<file path="src/rtl/mem_arbiter_pkg.sv">
// Shared widths, burst default and the state/owner encodings for the
// memory-port arbiter.
package mem_arbiter_pkg;

    localparam int ADDR_WIDTH      = 32;
    localparam int DATA_WIDTH      = 32;
    localparam int INST_WIDTH      = 32;
    localparam int INST_ADDR_WIDTH = 32;
    localparam int ARB_STORE_BURST = 4;

    typedef enum logic [1:0] {
        ST_IDLE = 2'd0,
        ST_BUSY = 2'd1,
        ST_RESP = 2'd2
    } arbState_t;

    typedef enum logic [1:0] {
        OWN_NONE = 2'd0,
        OWN_IF   = 2'd1,
        OWN_LD   = 2'd2,
        OWN_ST   = 2'd3
    } owner_t;

endpackage

</file>
<file path="src/rtl/mem_arbiter.sv">
// Single-port memory arbiter shared by instruction fetch, loads and committed
// stores; one transaction in flight, all outputs registered.
module mem_arbiter
    import mem_arbiter_pkg::*;
#(
    parameter int Store_Burst = ARB_STORE_BURST
) (
    input  logic                       clk,
    input  logic                       rst,
    input  logic                       if_req,
    input  logic [INST_ADDR_WIDTH-1:0] if_addr,
    output logic                       if_done,
    output logic [INST_WIDTH-1:0]      if_data,
    input  logic                       ld_req,
    input  logic [ADDR_WIDTH-1:0]      ld_addr,
    output logic                       ld_done,
    output logic [DATA_WIDTH-1:0]      ld_data,
    input  logic                       st_req,
    input  logic [ADDR_WIDTH-1:0]      st_addr,
    input  logic [DATA_WIDTH-1:0]      st_data,
    input  logic [3:0]                 st_mask,
    output logic                       st_done,
    input  logic                       flush,
    output logic                       mem_req,
    output logic                       mem_we,
    output logic [3:0]                 mem_mask,
    output logic [ADDR_WIDTH-1:0]      mem_addr,
    output logic [DATA_WIDTH-1:0]      mem_wdata,
    input  logic                       mem_ready,
    input  logic [DATA_WIDTH-1:0]      mem_rdata
);

    localparam int CntWidth = $clog2(Store_Burst + 1);
    localparam logic [CntWidth-1:0] BurstMax = CntWidth'(Store_Burst);

    arbState_t             state_q;
    owner_t                owner_q;
    owner_t                grant_d;
    logic [CntWidth-1:0]   stCnt_q;
    logic                  rrFetch_q;
    logic                  fetchKilled_q;
    logic                  memReq_q;
    logic                  memWe_q;
    logic [3:0]            memMask_q;
    logic [ADDR_WIDTH-1:0] memAddr_q;
    logic [DATA_WIDTH-1:0] memWdata_q;
    logic                  ifDone_q;
    logic                  ldDone_q;
    logic                  stDone_q;
    logic [INST_WIDTH-1:0] ifData_q;
    logic [DATA_WIDTH-1:0] ldData_q;
    logic                  ifPending;
    logic                  burstHit;

    // Stores win unless they have used up their burst while a read waits;
    // loads and fetches share the remaining slots round-robin.
    always_comb begin
        grant_d   = OWN_NONE;
        ifPending = if_req && !flush;
        burstHit  = (stCnt_q == BurstMax) && (ld_req || ifPending);
        if (st_req && !burstHit) begin
            grant_d = OWN_ST;
        end else if (ld_req && ifPending) begin
            grant_d = rrFetch_q ? OWN_IF : OWN_LD;
        end else if (ld_req) begin
            grant_d = OWN_LD;
        end else if (ifPending) begin
            grant_d = OWN_IF;
        end
    end

    always_ff @(posedge clk) begin
        if (rst) begin
            state_q       <= ST_IDLE;
            owner_q       <= OWN_NONE;
            stCnt_q       <= '0;
            rrFetch_q     <= 1'b0;
            fetchKilled_q <= 1'b0;
            memReq_q      <= 1'b0;
            memWe_q       <= 1'b0;
            memMask_q     <= '0;
            memAddr_q     <= '0;
            memWdata_q    <= '0;
            ifDone_q      <= 1'b0;
            ldDone_q      <= 1'b0;
            stDone_q      <= 1'b0;
            ifData_q      <= '0;
            ldData_q      <= '0;
        end else begin
            ifDone_q <= 1'b0;
            ldDone_q <= 1'b0;
            stDone_q <= 1'b0;
            case (state_q)
                ST_IDLE: begin
                    if (grant_d != OWN_NONE) begin
                        state_q       <= ST_BUSY;
                        owner_q       <= grant_d;
                        memReq_q      <= 1'b1;
                        fetchKilled_q <= 1'b0;
                        case (grant_d)
                            OWN_ST: begin
                                memWe_q    <= 1'b1;
                                memMask_q  <= st_mask;
                                memAddr_q  <= st_addr;
                                memWdata_q <= st_data;
                                if (stCnt_q != BurstMax) begin
                                    stCnt_q <= stCnt_q + 1'b1;
                                end
                            end
                            OWN_LD: begin
                                memWe_q    <= 1'b0;
                                memMask_q  <= '0;
                                memAddr_q  <= ld_addr;
                                memWdata_q <= '0;
                                stCnt_q    <= '0;
                                rrFetch_q  <= 1'b1;
                            end
                            OWN_IF: begin
                                memWe_q    <= 1'b0;
                                memMask_q  <= '0;
                                memAddr_q  <= ADDR_WIDTH'(if_addr);
                                memWdata_q <= '0;
                                stCnt_q    <= '0;
                                rrFetch_q  <= 1'b0;
                            end
                            default: ;
                        endcase
                    end
                end
                ST_BUSY: begin
                    // A flushed fetch still finishes on the port; only its done pulse is dropped.
                    if (flush && owner_q == OWN_IF) begin
                        fetchKilled_q <= 1'b1;
                    end
                    if (mem_ready) begin
                        state_q   <= ST_RESP;
                        memReq_q  <= 1'b0;
                        memWe_q   <= 1'b0;
                        memMask_q <= '0;
                        case (owner_q)
                            OWN_IF: begin
                                ifData_q <= INST_WIDTH'(mem_rdata);
                                ifDone_q <= !(fetchKilled_q || flush);
                            end
                            OWN_LD: begin
                                ldData_q <= mem_rdata;
                                ldDone_q <= 1'b1;
                            end
                            OWN_ST: stDone_q <= 1'b1;
                            default: ;
                        endcase
                    end
                end
                ST_RESP: begin
                    state_q <= ST_IDLE;
                    owner_q <= OWN_NONE;
                end
                default: state_q <= ST_IDLE;
            endcase
        end
    end

    assign mem_req   = memReq_q;
    assign mem_we    = memWe_q;
    assign mem_mask  = memMask_q;
    assign mem_addr  = memAddr_q;
    assign mem_wdata = memWdata_q;
    assign if_done   = ifDone_q;
    assign if_data   = ifData_q;
    assign ld_done   = ldDone_q;
    assign ld_data   = ldData_q;
    assign st_done   = stDone_q;

endmodule

</file>
<file path="config.mk">
export PLATFORM = sky130hd
export DESIGN_NAME = mem_arbiter
export DESIGN_NICKNAME = d
export VERILOG_FILES = /design/src/rtl/mem_arbiter_pkg.sv /design/src/rtl/mem_arbiter.sv
export SDC_FILE = /design/constraint.sdc
export NUM_CORES = 1
export LEC_CHECK = 0
export ABC_AREA = 1
export BUFFER_PORTS_ARGS = -buffer_cell sky130_fd_sc_hd__buf_2
export CAP_MARGIN = 20
export CORE_AREA = 2 2 119 121
export DETAILED_ROUTE_END_ITERATION = 16
export DIE_AREA = 0 0 121 123
export HOLD_SLACK_MARGIN = 0.1
export PLACE_DENSITY = 0.8
export SYNTH_ARGS = -nofsm -noshare
export SYNTH_HDL_FRONTEND = slang
export SYNTH_SLANG_ARGS = --single-unit
</file>
<file path="constraint.sdc">
create_clock -name clk -period 4.9 [get_ports clk]
set_input_delay 0.49 -clock clk [delete_from_list [all_inputs] [get_ports clk]]
set_output_delay 0.49 -clock clk [all_outputs]
set_load 0.05 [all_outputs]
</file>
Word-level counts from Yosys, hierarchy flattened
Cells that the tools add are included.
{ "classes": {"n_eq_ne": 15, "bitwise": 3, "n_mux": 30, "add_sub_neg": 1, "reduce_logical": 31} }
{ "ops": {"columns": ["operator", "count"], "rows": [
  ["case mux 32 bit (3 select lines)", 1],
  ["case mux 32 bit (2 select lines)", 1],
  ["AND reduction 3 bit", 7],
  ["case mux 4 bit (2 select lines)", 2],
  ["two-way mux 2 bit", 7],
  ["equality test 2 bit (second input constant)", 5],
  ["case mux 1 bit (2 select lines)", 5],
  ["nonzero test 2 bit", 5],
  ["two-way mux 1 bit", 8],
  ["two-way mux 4 bit", 2],
  ["inequality test 2 bit (second input constant)", 4],
  ["case mux 2 bit (2 select lines)", 2],
  ["AND reduction 4 bit", 2],
  ["equality test 2 x 1 -> 1 bit (second input constant)", 3],
  ["case mux 3 bit (2 select lines)", 1],
  ["logical AND 1 bit", 5],
  ["AND reduction 2 bit", 2],
  ["OR reduction 4 bit", 1],
  ["adder 3 x 1 -> 3 bit (second input constant)", 1],
  ["equality test 3 bit (second input constant)", 1],
  ["logical NOT 1 bit", 3],
  ["two-way mux 3 bit", 1],
  ["inequality test 3 x 2 -> 1 bit (second input constant)", 1],
  ["inequality test 3 bit (second input constant)", 1],
  ["6 further kinds", 9]
]} }
{ "totals": {"out_inout_bits": 137, "ff_bits": 146, "word_cells": 95, "inputBits": 171} }

Logic depth before layout (Yosys ltp)
Gate-level depths: netlist of run 1.
{ "logic_depth": {"word_depth": 12, "ltp_mapped": 18, "ltp_nobuf": 14} }

Worst setup path after synthesis of run 1
Ideal clock, no wire load.
{ "synth_path": {"kind": "input -> register", "startpoint": "input port flush", "endpoint": "register memMask_q[3], in the netlist mem_mask[3]", "arrival_ns": 2.163, "slack_ns": 2.603, "setup_time_ns": 0.134, "required_ns": 4.766, "n_path_buf": 3, "path_stages": 15, "cell_sequence": "inv_2 > nand2_2 > nand2_1 > nand2_1 > nand2_2 > buf_6 > buf_6 > nand2_1 > ha_1 > buf_2 > nor2_1 > a21oi_1 > nand2_2 > nand2_1 > a21oi_1"} }
{ "synth_via": {"elab_chain_cells": 12, "elab_cells_between_ends": 22, "classes_between": "eq/ne: 5; mux: 7; reduce/logical: 10"} }
{ "synth_rtl": {"columns": ["element", "line", "source"], "rows": [
  ["from (decl)", "mem_arbiter.sv:23", "input logic flush,"],
  ["logical NOT 1 bit *", "mem_arbiter.sv:59", "ifPending = if_req && !flush;"],
  ["logical AND 1 bit *", "mem_arbiter.sv:59", null],
  ["parallel branches: the longest is 4 deep, another holds two-way mux 2 bit", null, null],
  ["two-way mux 2 bit *", "mem_arbiter.sv:61", "if (st_req && !burstHit) begin"],
  ["equality test 2 x 1 -> 1 bit / equality test 2 bit (equally long branches)", "mem_arbiter.sv:100", "case (grant_d)"],
  ["OR reduction 2 bit (no source line)", null, null],
  ["case mux 4 bit (2 select lines)", "mem_arbiter.sv:100", null],
  ["two-way mux 4 bit", "mem_arbiter.sv:95", "if (grant_d != OWN_NONE) begin"],
  ["case mux 4 bit (2 select lines)", "mem_arbiter.sv:93", "case (state_q)"],
  ["to (signal assigned)", "mem_arbiter.sv:103", "memMask_q <= st_mask;"],
  ["to (decl)", "mem_arbiter.sv:44", "logic [3:0] memMask_q;"]
]} }
Every way passes the cells marked *. The select of a mux whose other input is x is not followed.
A chain may end at the register's enable or synchronous reset.

Final worst setup path of run 1
{ "layout_path": {"startpoint": "register stCnt_q[0]", "endpoint": "register memAddr_q[2], in the netlist mem_addr[2]"} }
{ "layout_via": {"elab_chain_cells": 8, "elab_cells_between_ends": 12, "classes_between": "eq/ne: 4; mux: 2; reduce/logical: 6"} }
{ "layout_rtl": {"columns": ["element", "line", "source"], "rows": [
  ["from (decl)", "mem_arbiter.sv:39", "logic [CntWidth-1:0] stCnt_q;"],
  ["from (signal assigned)", "mem_arbiter.sv:107", "stCnt_q <= stCnt_q + 1'b1;"],
  ["equality test 3 bit *", "mem_arbiter.sv:60", "burstHit = (stCnt_q == BurstMax) && (ld_req || ifPending);"],
  ["logical AND 1 bit *", "mem_arbiter.sv:60", null],
  ["logical NOT 1 bit *", "mem_arbiter.sv:61", null],
  ["logical AND 1 bit *", "mem_arbiter.sv:61", null],
  ["two-way mux 2 bit *", "mem_arbiter.sv:61", null],
  ["equality test 2 bit / equality test 2 x 1 -> 1 bit (equally long branches)", "mem_arbiter.sv:100", null],
  ["nonzero test 3 bit (no source line)", null, null],
  ["AND reduction 3 bit (no source line)", null, null],
  ["to (signal assigned)", "mem_arbiter.sv:104", "memAddr_q <= st_addr;"],
  ["to (signal assigned)", "mem_arbiter.sv:113", "memAddr_q <= ld_addr;"],
  ["to (signal assigned)", "mem_arbiter.sv:121", "memAddr_q <= ADDR_WIDTH'(if_addr);"],
  ["to (decl)", "mem_arbiter.sv:45", "logic [ADDR_WIDTH-1:0] memAddr_q;"]
]} }
Every way passes the cells marked *; elsewhere a longest branch is shown, timed or not.

==> impl_metrics.json, run 1 <==
{
  "holdBufCountCts": 0,
  "drtIter0Drc": 373,
  "clk_pin_slew_worst_paths_ns": 0.06,
  "reg2regPathDepth": 14,
  "worst_pin_slew_ns": 1.03,
  "synth_fa_ha_area_frac": 0.00599,
  "gp_congestion": 0.883,
  "grt_overflow": 0,
  "antennaDiodeCount": 0,
  "cts_buffers": 17,
  "hp-start": "flush",
  "clock_path_buffers": 2,
  "fill_cells": 1276,
  "vias": 6640,
  "antenna_left": 0,
  "fin_crit_sh": 0.554,
  "synthDistinctLibCells": 30,
  "die-area_sq_mm": 0.0149,
  "start_util": 0.460,
  "cpMostUsedCell": "nand2_1",
  "synth-simple-area-share": 0.325,
  "avgViaCountPerCell": 5.06,
  "grt_pass1_vias": 5844,
  "track_usage": 0.243,
  "whs_path_depth": 2,
  "syn_nets": 1027,
  "synth_warnings": 0,
  "drv_slew": 0,
  "post_route_cells_drive_above_1_share": 0.336,
  "pin_count": 308,
  "min_period_ns": 2.71,
  "critPathMaxFanout": 36,
  "min_to": "if_done",
  "min-delay-path-class": "primary input to register",
  "synthXorXnorAreaFrac": 0.00140,
  "port_buffers": 307,
  "area.growth.synth_to_final_pct": 33.4,
  "postCtsResizedCells": 0,
  "grt_pass1_wl_mm": 28.6,
  "slew_headroom": 0.313,
  "syn-instance-count": 853,
  "slowest_delay_ns": 0.46,
  "post_cts_buffers": 0,
  "max-vdd-ir-drop_v": 0.000252,
  "die_y_um": 123,
  "dp_worst_setup_slack_ns": 1.86,
  "synth_top_family_by_area": "simple AND/OR/NAND/NOR gates",
  "nNetsFinal": 1294,
  "crit_required_ns": 5.16,
  "rows": 43,
  "r2r_start": "stCnt_q[0]",
  "wirelength_mm": 19.0,
  "path_class": "register to register",
  "finClkSkew_ns": 0.0102,
  "cp_cell_sequence": "inv_1 > ha_1 > nand2_1 > clkinv_1 > nand2_1 > a21oi_1 > inv_1 > ha_1 > inv_2 > nor2_4 > inv_2 > nand2_1 > nand2_1 > a21oi_1",
  "rrSetupSlack_ns": 2.19,
  "synth_compound_area_frac": 0.124,
  "htreeDepth": 4,
  "cp_slowest_cell": "inv_2",
  "cts_root_buf": "clkbuf_16",
  "cts.sinks": 146,
  "dr.pass1.iters": 5,
  "final_core_util": 0.614,
  "synthMuxAreaShare": 0,
  "final_hold_viol_count": 0,
  "setup_violations": 0,
  "power_leakage_nw": 4.05,
  "cp-start-kind": "register",
  "setup_tns_ns": 0,
  "status": "complete, no violations",
  "p_per_area_mw_per_mm2": 429,
  "clock_latency_ns": 0.41,
  "drv_cap": 0,
  "endpoint_kind": "register",
  "final_common_cell": "buf_2",
  "netlist_area_sq_mm": 0.00626,
  "cts_tree": "built",
  "r2r-end": "mem_addr[2]",
  "coreArea_sq_mm": 0.0136,
  "fp.dieW_um": 121,
  "max_freq_mhz": 368,
  "avgSynthCellArea_sq_um": 7.34,
  "grt_setup_unrepaired": "no",
  "ys_seq_elements": 146,
  "dp_hpwl_mm": 13.2,
  "critPathArrivalTime_ns": 2.97,
  "antenna_found_initial": 0,
  "grt_max_degree": 78,
  "setup_slack_ns": 2.19,
  "drc": 0,
  "wl_per_cell_um": 14.5,
  "yosysSeqAreaShare": 0.467,
  "layout_common_cells": "307 x buf_2, 171 x nand2_1, 146 x dfxtp_1, 137 x nor2_1, 134 x nand3_1"
}
[cell usage after synthesis]
library cell | number | area (sq um)
nand2_1 | 171 | 642
dfxtp_1 | 146 | 2920
nor2_1 | 137 | 514
nand3_1 | 134 | 671
a21oi_1 | 68 | 340
o21ai_0 | 51 | 255
clkbuf_1 | 22 | 82.6
buf_2 | 17 | 85.1
o21ai_1 | 16 | 80.1
buf_6 | 14 | 158
inv_1 | 12 | 45.0
nand2_2 | 11 | 68.8
a21oi_2 | 9 | 78.8
inv_2 | 9 | 33.8
buf_1 | 7 | 26.3
buf_4 | 5 | 37.5
nand4_1 | 4 | 25.0
nor2_4 | 4 | 45.0
ha_1 | 3 | 37.5
nand2_4 | 3 | 33.8
a31oi_1 | 1 | 6.26
a32o_1 | 1 | 10.0
clkinv_1 | 1 | 3.75
inv_4 | 1 | 6.26
nand3_2 | 1 | 10.0
nand3_4 | 1 | 17.5
nor3_1 | 1 | 5.00
nor4_1 | 1 | 6.26
o31ai_1 | 1 | 7.51
xor2_1 | 1 | 8.76
[report_power, final]
group	total [W]	internal (W)	switching [W]
clock network	0.00149	0.000997	0.000489
registers	0.00131	0.00127	0.0000441
logic	0.000785	0.000213	0.000571
[metrics by stage]
step           std cells  power [W]  hold slack (ns)  area [sq um]
2_1_floorplan        853    0.00192            0.399          6260
3_3_place_gp        1281    0.00211            0.412          7680
3_5_place_dp        1281    0.00212            0.414          7680
4_1_cts             1312    0.00361            0.264          8360
5_1_grt             1312    0.00373            0.285          8360
6_report            1312    0.00358            0.286          8360
[flip-flops by register name (all words and copies together) (netlist names), 2 cells and up]
name and flops:
if_data 32, ld_data 32, mem_addr 32, mem_wdata 32, mem_mask 4, stCnt_q 3, owner_q 2, state_q 2
[worst max path at each step]
stage / startpoint / end / depth (start not counted)
after global placement: flush / mem_addr[1] / 14
after detailed placement: flush / mem_addr[2] / 14
after CTS: stCnt_q[0] / mem_addr[2] / 14
after floorplan: flush / mem_mask[3] / 15
after global routing: stCnt_q[0] / mem_addr[6] / 14
final: stCnt_q[0] / mem_addr[2] / 14
[cell families after synthesis]
group                      count (synthesis)
adders and majority gates                  3
xor gates and xnor gates                   1
buffers and inverters                     88
and+or+nand+nor                          468
DFF                                      146
AOI/OAI and AO/OA                        147
[final cells by class]
type	instances	area (sq um)	share of cell area
Timing Repair Buffer	313	1580	0.189
Inverter	23	88.8	0.0106
Tap cell	180	225	0.0270
Multi-Input combinational cell	619	2860	0.343
Clock buffer	23	478	0.0572
Sequential cell	146	2920	0.350
Clock inverter	8	198	0.0237
[critical path: cells and delay by family (launching register included)]
| family | cells | cell delay, ns |
|---|---|---|
| buf+inv | 5 | 1.14 |
| compound gates | 2 | 0.12 |
| fa+ha+maj | 2 | 0.44 |
| flops | 1 | 0.36 |
| simple gates | 5 | 0.49 |
[routing by layer]
metal / track usage / up-vias / routed length [um]
met5: 0 / - / 0
met4: 0.0923 / 0 / 465
met3: 0.0637 / 36 / 1520
met2: 0.428 / 306 / 9620
met1: 0.282 / 2961 / 7400
li1: - / 3337 / -
(Power assumes the default switching activity.)
==> run 2: changes to the inputs <==
==> config.mk (replaced) <==
export PLATFORM = sky130hd
export DESIGN_NAME = mem_arbiter
export DESIGN_NICKNAME = d
export VERILOG_FILES = /design/src/rtl/mem_arbiter_pkg.sv /design/src/rtl/mem_arbiter.sv
export SDC_FILE = /design/constraint.sdc
export NUM_CORES = 1
export LEC_CHECK = 0
export ABC_AREA = 0
export BUFFER_PORTS_ARGS = -buffer_cell sky130_fd_sc_hd__buf_2
export CAP_MARGIN = 20
export CORE_MARGIN = 1.5
export CORE_UTILIZATION = 41
export DETAILED_ROUTE_END_ITERATION = 16
export HOLD_SLACK_MARGIN = 0.1
export PLACE_DENSITY = 0.76
export SYNTH_ARGS = -nofsm -noshare
export SYNTH_HDL_FRONTEND = slang
export SYNTH_SLANG_ARGS = --single-unit
==> constraint.sdc (replaced) <==
create_clock -name clk -period 2.3 [get_ports clk]
set_input_delay 0.23 -clock clk [delete_from_list [all_inputs] [get_ports clk]]
set_output_delay 0.23 -clock clk [all_outputs]
set_load 0.05 [all_outputs]
==> run 2 against run 1 <==
Effect of this change:
- wire length increased by 14%
- combinational power increased by 110%
- worst hold slack lost 0.17 ns
- non-clock buffer count up 108
- sequential power is 110% higher
- design area increased by 13%
- maximum frequency grew 24%
- clock power rose by 110%
- sequential share of layout area fell by 4.0 points
- final cell count grew 2.1%
- die area rose by 5.9%
- largest power group unchanged
- highest routed layer is now met5
==> impl_metrics.json, run 2 <==
{
  "status": "complete, no violations",
  "slowest_delay_ns": 0.41,
  "avgSynthCellArea_sq_um": 7.99,
  "r2r-end": "mem_mask[1]",
  "dp_hpwl_mm": 13.4,
  "drc": 0,
  "coreArea_sq_mm": 0.0146,
  "netlist_area_sq_mm": 0.00616,
  "power_leakage_nw": 4.25,
  "wirelength_mm": 21.6,
  "critPathArrivalTime_ns": 2.53,
  "grt_setup_unrepaired": "yes",
  "yosysSeqAreaShare": 0.475,
  "port_buffers": 307,
  "drv_slew": 0,
  "max-vdd-ir-drop_v": 0.000532,
  "die_y_um": 126,
  "synth_compound_area_frac": 0.226,
  "critPathCapture": "mem_mask[1]",
  "syn_nets": 945,
  "reg2regPathDepth": 10,
  "clock_path_buffers": 2,
  "p_sw_frac": 0.303,
  "gp_congestion": 0.835,
  "slew_headroom": 0.547,
  "synthFlopType": "dfxtp_1",
  "pwr-share-comb": 0.216,
  "start_util": 0.422,
  "avgViaCountPerCell": 5.25,
  "cts_buffers": 17,
  "fp.dieW_um": 126,
  "post_route_cells_drive_above_1_share": 0.339,
  "synth_top_cell_area_share": 0.475,
  "synth_warnings": 0,
  "p_int_w": 0.00520,
  "nNetsFinal": 1316,
  "synth_edf_count": 0,
  "r2r_start": "stCnt_q[1]",
  "final_hold_viol_count": 0,
  "synthMuxAreaShare": 0,
  "synthDistinctLibCells": 42,
  "synth_common_cells": "167 x nand2_1, 165 x a21oi_1, 146 x dfxtp_1",
  "antenna_left": 0,
  "rrSetupSlack_ns": 0.11,
  "endpoint_kind": "register",
  "postPlaceCellArea_sq_mm": 0.00782,
  "synth_area_leaders": "dfxtp_1 47%, a21oi_1 13%, nand2_1 10%",
  "cts_root_buf": "clkbuf_16",
  "synth_area_leader_cell": "dfxtp_1",
  "synth_most_common_cell": "nand2_1",
  "crit_required_ns": 2.65,
  "grt_overflow": 0,
  "synth_top_family_by_area": "simple AND/OR/NAND/NOR gates",
  "cp_slowest_cell": "or3b_4",
  "grt_pass1_vias": 6921,
  "finClkSkew_ns": 0.00937,
  "fin_crit_sh": 0.950,
  "setup_tns_ns": 0,
  "power_frac_seq": 0.369,
  "clkPwrFrac": 0.415,
  "rows": 44,
  "setup_slack_ns": 0.114,
  "critPathMaxFanout": 5,
  "dp_worst_setup_slack_ns": -0.0556,
  "synth_fa_ha_area_frac": 0.00610,
  "drtIter0Drc": 463,
  "setup_violations": 0,
  "cts.sinks": 146,
  "synth-simple-area-share": 0.230,
  "clk_pin_slew_worst_paths_ns": 0.07,
  "dr.pass1.iters": 5,
  "synthArstFlopShare": 0,
  "ys_seq_elements": 146,
  "synthXorXnorAreaFrac": 0,
  "wl_per_cell_um": 16.1,
  "clock_latency_ns": 0.41,
  "cp-startpoint": "stCnt_q[1]",
  "final_common_cell": "buf_2",
  "syn-instance-count": 771,
  "layout_common_cells": "306 x buf_2, 167 x nand2_1, 165 x a21oi_1, 144 x dfxtp_1, 85 x dlygate4sd3_1",
  "cp_cell_sequence": "inv_2 > ha_4 > nand4b_1 > a22oi_2 > inv_2 > ha_4 > or3b_4 > a311oi_4 > buf_6 > a22o_1",
  "p_per_area_mw_per_mm2": 790,
  "pin_count": 308,
  "track_usage": 0.263,
  "hold_ws_ns": 0.119,
  "antenna_found_initial": 1,
  "max_freq_mhz": 458,
  "grt_pass1_wl_mm": 33.8,
  "antennaDiodeCount": 0,
  "htreeDepth": 4,
  "grt_max_degree": 68,
  "area.growth.synth_to_final_pct": 53.4,
  "whs_path_depth": 3,
  "fill_cells": 1217,
  "worst_pin_slew_ns": 0.679,
  "drv_cap": 0,
  "min-delay-path-class": "primary input to register",
  "cp-start-kind": "register",
  "die-area_sq_mm": 0.0158,
  "power_switching_w": 0.00226,
  "stdcell_area_sq_mm": 0.00945,
  "vias": 7033,
  "final_core_util": 0.648,
  "cts_tree": "built",
  "min_period_ns": 2.19,
  "path_class": "register to register"
}
## run 2: what timing repair did
item,CTS,global route
cloned,0,2
resized for setup,2,12
pin swaps,1,4
hold buffers,85,0
setup buffers,0,4
setup endpoints to repair,6,40
endpoints found under the hold margin,116,0
## run 2: critical path, delay by kind of cell, from the launching register on
family | cells | cell delay (ns)
simple gates | 2 | 0.53
buf+inv | 3 | 0.28
fa+ha+maj | 2 | 0.37
compound gates | 3 | 0.62
flops | 1 | 0.33
## run 2: power groups by stage
stage          Combinational [W]  Sequential [W]  Clock (W)
6_report                 0.00161         0.00276    0.00309
3_5_place_dp             0.00145         0.00280          0
3_3_place_gp             0.00144         0.00280          0
2_1_floorplan           0.000545         0.00327          0
4_1_cts                  0.00156         0.00275    0.00314
5_1_grt                  0.00172         0.00277    0.00327
## run 2: how the worst min path moves through the flow
stage | from | endpoint | slack (ns)
6_report | st_addr[27] | mem_addr[27] | 0.12
5_1_grt | st_addr[20] | mem_addr[20] | 0.11
3_3_place_gp | fetchKilled_q | if_done | 0.41
3_5_place_dp | fetchKilled_q | if_done | 0.42
4_1_cts | st_addr[1] | mem_addr[1] | 0.10
2_1_floorplan | flush | if_done | 0.31
## run 2: layout make-up
class / instances / area (sq um) / share of cell area
timing repair buffer: 421 / 2690 / 0.285
clock buffer: 18 / 439 / 0.0465
multi-input combinational: 548 / 2910 / 0.308
tap: 184 / 230 / 0.0244
sequential: 146 / 2930 / 0.310
inverter: 8 / 32.5 / 0.00344
clock inverter: 14 / 224 / 0.0237
## run 2: stage by stage
| step | power, W | instances |
|---|---|---|
| 2_1_floorplan | 0.00382 | 771 |
| 3_3_place_gp | 0.00424 | 1216 |
| 3_5_place_dp | 0.00425 | 1216 |
| 4_1_cts | 0.00746 | 1333 |
| 5_1_grt | 0.00776 | 1339 |
| 6_report | 0.00747 | 1339 |
## run 2: cells by family (layout without fill, tap and decap cells)
logic type	Yosys count	in the layout
flops	146	146
compound gates	253	253
simple gates	292	292
fa+ha+maj	3	3
buf+inv	77	461
## run 2: layer usage
| layer | GRT usage | vias up | part of all wire |
|---|---|---|---|
| met5 | 0 | - | 0.00051 |
| li1 | - | 3408 | - |
| met3 | 0.0620 | 46 | 0.069 |
| met4 | 0.104 | 2 | 0.029 |
| met2 | 0.466 | 314 | 0.51 |
| met1 | 0.306 | 3263 | 0.40 |
